==> src/rtl/pzcorebus_upsizer_pkg.sv <==
// Shared definitions for the pzcorebus upsizer (write packer, response unpacker).
// Latency: n/a (types and elaboration-time helpers only).
// Backpressure: n/a.
package pzcorebus_upsizer_pkg;

  typedef enum logic [1:0] {
    IDLE  = 2'd0,
    PACK  = 2'd1,
    DRAIN = 2'd2
  } upsizer_state_e;

  // Number of narrow lanes in one wide word.
  function automatic int calc_ratio(int slave_width, int master_width);
    return master_width / slave_width;
  endfunction

  // Width of a lane index; never below 1 so that port widths stay legal.
  function automatic int calc_lane_width(int ratio);
    return (ratio > 1) ? $clog2(ratio) : 1;
  endfunction

endpackage

==> src/rtl/pzcorebus_upsizer_write_packer.sv <==
// Packs narrow write-data beats into wide beats, one burst descriptor at a time.
// Latency: o_data_valid rises the cycle after the narrow beat that completes a word.
// Backpressure: o_data_ready = !o_data_valid || i_data_ready in PACK; 0 in IDLE/DRAIN.
//
// Ports:
//   i_clk, i_rst_n                      clock, async active-low reset
//   i_cmd_valid/o_cmd_ready             descriptor handshake (offset = start lane,
//   i_cmd_offset, i_cmd_length          length in narrow beats, 0 = 2**LENGTH_WIDTH)
//   i_data_valid/o_data_ready           narrow beat handshake with i_data, i_byteen, i_last
//   o_data_valid/i_data_ready           wide beat handshake with o_data, o_byteen, o_last
//   o_length_error                      pulse when i_last disagrees with the descriptor
//   o_busy                              burst in progress
module pzcorebus_upsizer_write_packer
  import pzcorebus_upsizer_pkg::*;
#(
  parameter int SLAVE_DATA_WIDTH  = 32,
  parameter int MASTER_DATA_WIDTH = 128,
  parameter int LENGTH_WIDTH      = 8,
  localparam int RATIO  = calc_ratio(SLAVE_DATA_WIDTH, MASTER_DATA_WIDTH),
  localparam int LANE_W = calc_lane_width(RATIO)
) (
  input  logic                           i_clk,
  input  logic                           i_rst_n,
  input  logic                           i_cmd_valid,
  output logic                           o_cmd_ready,
  input  logic [LANE_W-1:0]              i_cmd_offset,
  input  logic [LENGTH_WIDTH-1:0]        i_cmd_length,
  input  logic                           i_data_valid,
  output logic                           o_data_ready,
  input  logic [SLAVE_DATA_WIDTH-1:0]    i_data,
  input  logic [SLAVE_DATA_WIDTH/8-1:0]  i_byteen,
  input  logic                           i_last,
  output logic                           o_data_valid,
  input  logic                           i_data_ready,
  output logic [MASTER_DATA_WIDTH-1:0]   o_data,
  output logic [MASTER_DATA_WIDTH/8-1:0] o_byteen,
  output logic                           o_last,
  output logic                           o_length_error,
  output logic                           o_busy
);

  localparam int SBE_W = SLAVE_DATA_WIDTH / 8;
  localparam int MBE_W = MASTER_DATA_WIDTH / 8;
  // One extra bit so a zero length field can be held as 2**LENGTH_WIDTH.
  localparam int CNT_W = LENGTH_WIDTH + 1;

  if (RATIO < 2 || (RATIO & (RATIO - 1)) != 0 ||
      RATIO * SLAVE_DATA_WIDTH != MASTER_DATA_WIDTH) begin : g_bad_ratio
    $error("pzcorebus_upsizer_write_packer: width ratio must be a power of 2 and >= 2");
  end

  upsizer_state_e state, state_next;

  logic [LANE_W-1:0]            lane;
  logic [CNT_W-1:0]             remaining;
  logic [MASTER_DATA_WIDTH-1:0] acc_data;
  logic [MBE_W-1:0]             acc_byteen;
  logic [MASTER_DATA_WIDTH-1:0] beat_data;
  logic [MBE_W-1:0]             beat_byteen;

  logic cmd_hs;
  logic data_hs;
  logic wide_hs;
  logic rem_one;
  logic is_last;
  logic word_done;

  assign cmd_hs    = i_cmd_valid && o_cmd_ready;
  assign data_hs   = i_data_valid && o_data_ready;
  assign wide_hs   = o_data_valid && i_data_ready;
  assign rem_one   = (remaining == CNT_W'(1));
  assign is_last   = rem_one || i_last;
  assign word_done = (lane == LANE_W'(RATIO - 1)) || is_last;
  assign o_busy    = (state != IDLE);

  // Current accumulator with the incoming narrow beat merged into its lane.
  always_comb begin
    beat_data   = acc_data;
    beat_byteen = acc_byteen;
    for (int k = 0; k < RATIO; k++) begin
      if (lane == LANE_W'(k)) begin
        beat_data[k*SLAVE_DATA_WIDTH +: SLAVE_DATA_WIDTH] = i_data;
        beat_byteen[k*SBE_W +: SBE_W]                     = i_byteen;
      end
    end
  end

  always_ff @(posedge i_clk or negedge i_rst_n) begin
    if (!i_rst_n) begin
      state <= IDLE;
    end else begin
      state <= state_next;
    end
  end

  always_comb begin
    state_next   = state;
    o_cmd_ready  = 1'b0;
    o_data_ready = 1'b0;
    case (state)
      IDLE: begin
        o_cmd_ready = 1'b1;
        if (i_cmd_valid) begin
          state_next = PACK;
        end
      end
      PACK: begin
        o_data_ready = !o_data_valid || i_data_ready;
        if (data_hs && is_last) begin
          state_next = DRAIN;
        end
      end
      DRAIN: begin
        if (wide_hs && o_last) begin
          state_next = IDLE;
        end
      end
      default: state_next = IDLE;
    endcase
  end

  always_ff @(posedge i_clk or negedge i_rst_n) begin
    if (!i_rst_n) begin
      lane           <= '0;
      remaining      <= '0;
      acc_data       <= '0;
      acc_byteen     <= '0;
      o_data_valid   <= 1'b0;
      o_data         <= '0;
      o_byteen       <= '0;
      o_last         <= 1'b0;
      o_length_error <= 1'b0;
    end else begin
      o_length_error <= 1'b0;
      if (wide_hs) begin
        o_data_valid <= 1'b0;
        o_last       <= 1'b0;
      end
      if (cmd_hs) begin
        lane       <= i_cmd_offset;
        remaining  <= (i_cmd_length == '0) ? {1'b1, {LENGTH_WIDTH{1'b0}}}
                                           : {1'b0, i_cmd_length};
        acc_data   <= '0;
        acc_byteen <= '0;
      end
      if (data_hs) begin
        // Lane counter wraps naturally because RATIO == 2**LANE_W.
        lane      <= lane + LANE_W'(1);
        remaining <= remaining - CNT_W'(1);
        if (word_done) begin
          // A word completing in the same cycle the previous one is taken
          // overrides the valid clear above: zero-bubble hand-over.
          o_data_valid   <= 1'b1;
          o_data         <= beat_data;
          o_byteen       <= beat_byteen;
          o_last         <= is_last;
          o_length_error <= i_last != rem_one;
          acc_data       <= '0;
          acc_byteen     <= '0;
          if (is_last) begin
            // An early i_last abandons whatever the descriptor still promised.
            remaining <= '0;
          end
        end else begin
          acc_data   <= beat_data;
          acc_byteen <= beat_byteen;
        end
      end
    end
  end

endmodule

==> config.mk <==
export PLATFORM = sky130hd
export DESIGN_NAME = pzcorebus_upsizer_write_packer
export DESIGN_NICKNAME = d
export VERILOG_FILES = /design/src/rtl/pzcorebus_upsizer_pkg.sv /design/src/rtl/pzcorebus_upsizer_write_packer.sv
export SDC_FILE = /design/constraint.sdc
export NUM_CORES = 1
export LEC_CHECK = 0
export BUFFER_PORTS_ARGS = -buffer_cell sky130_fd_sc_hd__buf_2
export CAP_MARGIN = 20
export CORE_MARGIN = 1
export CORE_UTILIZATION = 57
export DETAILED_ROUTE_END_ITERATION = 12
export HOLD_SLACK_MARGIN = 0.1
export PLACE_DENSITY = 0.84
export SLEW_MARGIN = 20
export SYNTH_ARGS = -nofsm -noshare
export SYNTH_HDL_FRONTEND = slang
export SYNTH_SLANG_ARGS = --single-unit
==> constraint.sdc <==
create_clock -name i_clk -period 3.25 [get_ports i_clk]
set_clock_uncertainty 0.15 [all_clocks]
set_input_delay 0.1625 -clock i_clk [delete_from_list [all_inputs] [get_ports i_clk]]
set_output_delay 0.1625 -clock i_clk [all_outputs]
set_load 0.005 [all_outputs]
# Word-level counts from Yosys, hierarchy flattened

Index checks and enable logic that the tools add are counted.
W data, S select, Z words.

$add $sub $neg: 2
Equal/unequal tests: 10
Mux-type cells: 35
Reduce and logical (&&, ||, !) cells: 16

Operators by type and width:

| cell                  | count |
|---|---|
| $mux W128             | 3 |
| $mux W32              | 4 |
| $mux W16              | 3 |
| $mux W9               | 5 |
| $mux W4               | 4 |
| $mux W1               | 10 |
| $mux W2               | 5 |
| $eq A9 B1 Y1 const B  | 1 |
| $sub A9 B1 Y9 const B | 1 |
| $logic_not A8 Y1      | 1 |
| $eq A2 B2 Y1 const B  | 3 |
| $ne A2 B2 Y1 const B  | 3 |
| $pmux W2 S3           | 1 |
| $logic_and A1 B1 Y1   | 5 |
| $eq A2 B1 Y1 const B  | 2 |
| $logic_not A2 Y1      | 2 |
| $reduce_bool A2 Y1    | 2 |
| $logic_or A1 B1 Y1    | 3 |
| $reduce_and A3 Y1     | 1 |
| $add A2 B1 Y2 const B | 1 |
| $reduce_and A2 Y1     | 1 |
| $logic_not A1 Y1      | 1 |
| $ne A1 B1 Y1          | 1 |

Register bits: 304
Bits of input ports: 52
Output and inout bits: 150
Word-level logic and storage cells: 73

# Depth between registers and ports, before layout

Word-level depth: 7
Depth in mapped cells: 11

# Worst setup path before layout

No wires, ideal clock.

Kind: reg-to-reg
From: register remaining[4]
To: register remaining[7]
Arrival: 2117 ps
Data required time: 2974 ps
Slack: 857 ps
Stages on the path, launching flop included: 10
Buffers on the path: 2
Clock period less this slack: 2393 ps
Cells stage by stage: dfrtp_1 clkbuf_1 nor3_1 nand4b_1 ha_1 nor2b_2 o2111ai_1 clkbuf_1 o21ai_0 a221o_1

Word-level cells in the longest chain between the ends: 5
Elaborated cells on any way between the ends: 7
Those cells by class: 1 x add/sub; 1 x eq/ne; 3 x mux; 2 x reduce/logical

Ends and longest elaborated chain:

| what                                                                  | line                                  | source |
|---|---|---|
| start, declared                                                       | pzcorebus_upsizer_write_packer.sv:55  | `logic [CNT_W-1:0] remaining;` |
| start signal, assigned                                                | pzcorebus_upsizer_write_packer.sv:141 | `remaining <= (i_cmd_length == '0) ? {1'b1, {LENGTH_WIDTH{1'b0}}}` |
| start signal, assigned                                                | pzcorebus_upsizer_write_packer.sv:149 | `remaining <= remaining - CNT_W'(1);` |
| parallel branches: the longest is 3 deep, another holds $sub A9 B1 Y9 | --                                    |  |
| $mux W9 (*)                                                           | pzcorebus_upsizer_write_packer.sv:150 | `if (word_done) begin` |
| $mux W9 (*)                                                           | pzcorebus_upsizer_write_packer.sv:146 | `if (data_hs) begin` |

Mark *: on every way between the ends.
A chain may end at the register's enable or synchronous reset.

# Worst setup path after layout

From: register remaining[2]
To: register remaining[7]

The elaborated chain is that of the path after synthesis.

==> impl_metrics.yaml <==
run_status:
  status: "complete, but fails checks"
  violations: "DRC"
logic_synthesis:
  yosysTopAreaCellShare_pct: 59.3
  synth_area_leader_cell: "dfrtp_1"
  synth_nets: 1119
  synth_edf_count: 0
  synth_warnings: 0
  synth_seq_area_share_pct: 59.3
  async_flop_share_pct: 100
  ys_types: 46
  synth-seq-cells: 304
  postSynthAreaPerCell_um2: 12.1
  syn_inst: 1059
  synth_area_leaders: "dfrtp_1, mux2i_1, a22o_1, nand2_1, o21ai_1"
  synthTopCellsByCount: "dfrtp_1, nand2_1, mux2i_1"
  yosysMostFrequentCell: "dfrtp_1"
  ys.flop_type: "dfrtp_1"
  syn_area_um2: 12800
global_routing:
  grt_use_total_pct: 27.9
  use_met1_pct: 37.4
  grt_pass1_wl_um: 51800
  grt_util_met2_pct: 46.6
  antenna_found_initial: 0
  grt.overflow.total: 0
  busiest_layer: "met2"
  met3_usage_pct: 4.71
  grt_pass1_vias: 9585
  grt_max_degree: 117
drt:
  drcViolationCount: 25
  via_per_inst: 5.82
  postRouteAntennaNets: 0
  first_pass_iters: 9
  vias: 9277
  drtIter0Drc: 655
  wl_um: 31500
  wire_per_inst_um: 19.8
cts:
  cts_tree: "built"
  clock_sinks: 304
  numCtsBuffers: 30
  cts_buffer_depth: 3
  clock_latency_ns: 0.54
  root_buffer: "clkbuf_16"
  cts_max_level: 1
  clkTransAtPathRegs_ns: 0.06
pwr:
  p_switching_mw: 5.03
  powerDensity_nw_per_um2: 928
  internal-power_mw: 9.37
  p_seq_share_pct: 39.2
  ir_worst_vdd_v: 0.000578
  p_clk_share_pct: 26.2
  switching_share_pct: 34.9
  combPwrFrac_pct: 34.6
  leakagePower_nw: 7.60
floorplanning:
  fp.dieH_um: 152
  rows: 54
  io_pins: 202
  start_util_pct: 58.4
  coreArea_um2: 22000
  dieArea_um2: 23100
  dieWidth_um: 152
placement:
  io_buffers: 201
  post-dp-hpwl_um: 19100
  dp_cells: 1484
  gp_congestion: 0.856
final_layout:
  final_cells: 1593
  n_antenna_cell: 0
  final_layout_size_suffix_gt1_share_pct: 22.3
  area_growth_pct: 21.0
  final_nets: 1350
setup_path:
  endpoint_kind: "register"
  start_kind: "register"
  cp_data_required_time_ns: 3.52
  crit_fanout: 11
  crit_arrival_ns: 3.26
  worst-setup-path-type: "register to register"
  regToRegSetupSlack_ns: 0.26
sta:
  period_share_pct: 92.1
  drv_slew: 0
  relSlewSlack_pct: 34.0
  rsz0062_at_grt: "no"
  fmax_mhz: 334
  hold_viol_final: 0
  worst_pin_slew_ns: 0.988
  setup_violations: 0
  fin_tns_setup_ns: 0
  fin_crit_ns: 2.99
worst_hold_path:
  hp-class: "input pin to async pin"
run:
  drv_cap: 0
==> timing repair <==
item | in CTS | in global routing
hold buffers | 54 | 0
endpoints found under the setup margin | 0 | 0
resized for setup | 0 | 0
setup buffers | 0 | 0
endpoints found under the hold margin | 373 | 0
==> area by class of cell <==
class / instances / area (um2)
sequential: 304 / 7610
fill: 1474 / 6450
multi-input combinational: 667 / 4590
timing repair buffer: 278 / 1830
clock buffer: 45 / 918
tap: 280 / 350
clock inverter: 10 / 178
inverter: 9 / 33.8
==> metal layers <==
layer	up-vias	share of wire, %
li1	4222	-
met5	-	0
met4	0	2.9
met2	324	49
met3	69	6.0
met1	4662	42
==> worst paths after layout <==
path,start,end,cells past startpoint
worst min register to register,o_data[79],o_data[79],2
worst max register to register,remaining[2],remaining[7],7
worst max-delay path,remaining[2],remaining[7],7
max in group asynchronous,i_rst_n,o_data[89],3
min in group i_clk,i_cmd_length[7],remaining[7],3
worst min-delay path,i_rst_n,acc_data[99],2
==> cells by family (layout without fill, tap and decap cells) <==
kind of cell	Yosys count	after routing	synth area share (%)
buf+inv	88	342	4.95
flops	304	304	59.3
xor+xnor	2	2	0.137
compound gates	284	284	15.2
simple gates	229	229	8.39
mux	144	144	11.2
fa+ha+maj	8	8	0.781
==> critical path, cell delays in order, from the launching register on <==
cell	delay (ns)
dfrtp_1	0.45
nor3_1	0.34
nand4b_1	0.19
ha_1	0.30
nor2b_2	0.21
o2111ai_1	0.70
o21ai_0	0.21
a221o_1	0.32
==> placed cells by master, fill, tap and decap left out, drive strengths merged, types with 5 or more instances in the layout <==
cell	count
dfrtp	304
buf	224
o21ai	157
nand2	151
mux2i	144
a22o	105
dlygate4sd3	54
clkbuf	45
and2	40
inv	9
nor2	9
ha	8
bufinv	5
==> state kept, by name, summed over array words and instances (netlist names) <==
signal / count
o_byteen: 16
acc_data: 128
lane: 2
o_last: 1
o_data: 128
remaining: 9
acc_byteen: 16
o_length_error: 1
state: 2
o_data_valid: 1
==> power groups by stage <==
stage | registers (mW) | clock network [mW] | logic [mW]
floorplan | 5.60 | 0 | 3.17
global placement | 5.61 | 0 | 4.68
detailed placement | 5.66 | 0 | 4.84
CTS | 5.62 | 3.81 | 4.96
global route | 5.77 | 3.96 | 5.43
finish | 5.64 | 3.78 | 4.99
==> per-stage QoR <==
stage / total power, mW / util (%) / setup slack [ns] / area (um2) / hold slack, ns
after CTS: 14.4 / 70.6 / 0.360 / 15500 / 0.169
after floorplan: 8.77 / - / 0.857 / 12800 / -0.283
after detailed placement: 10.5 / 63.2 / 0.377 / 13900 / 0.147
final: 14.4 / 70.6 / 0.258 / 15500 / 0.136
after global placement: 10.3 / 63.2 / 0.494 / 13900 / 0.141
after global routing: 15.2 / 70.6 / 0.102 / 15500 / 0.228
No activity file was read; power rests on OpenSTA's default activity.
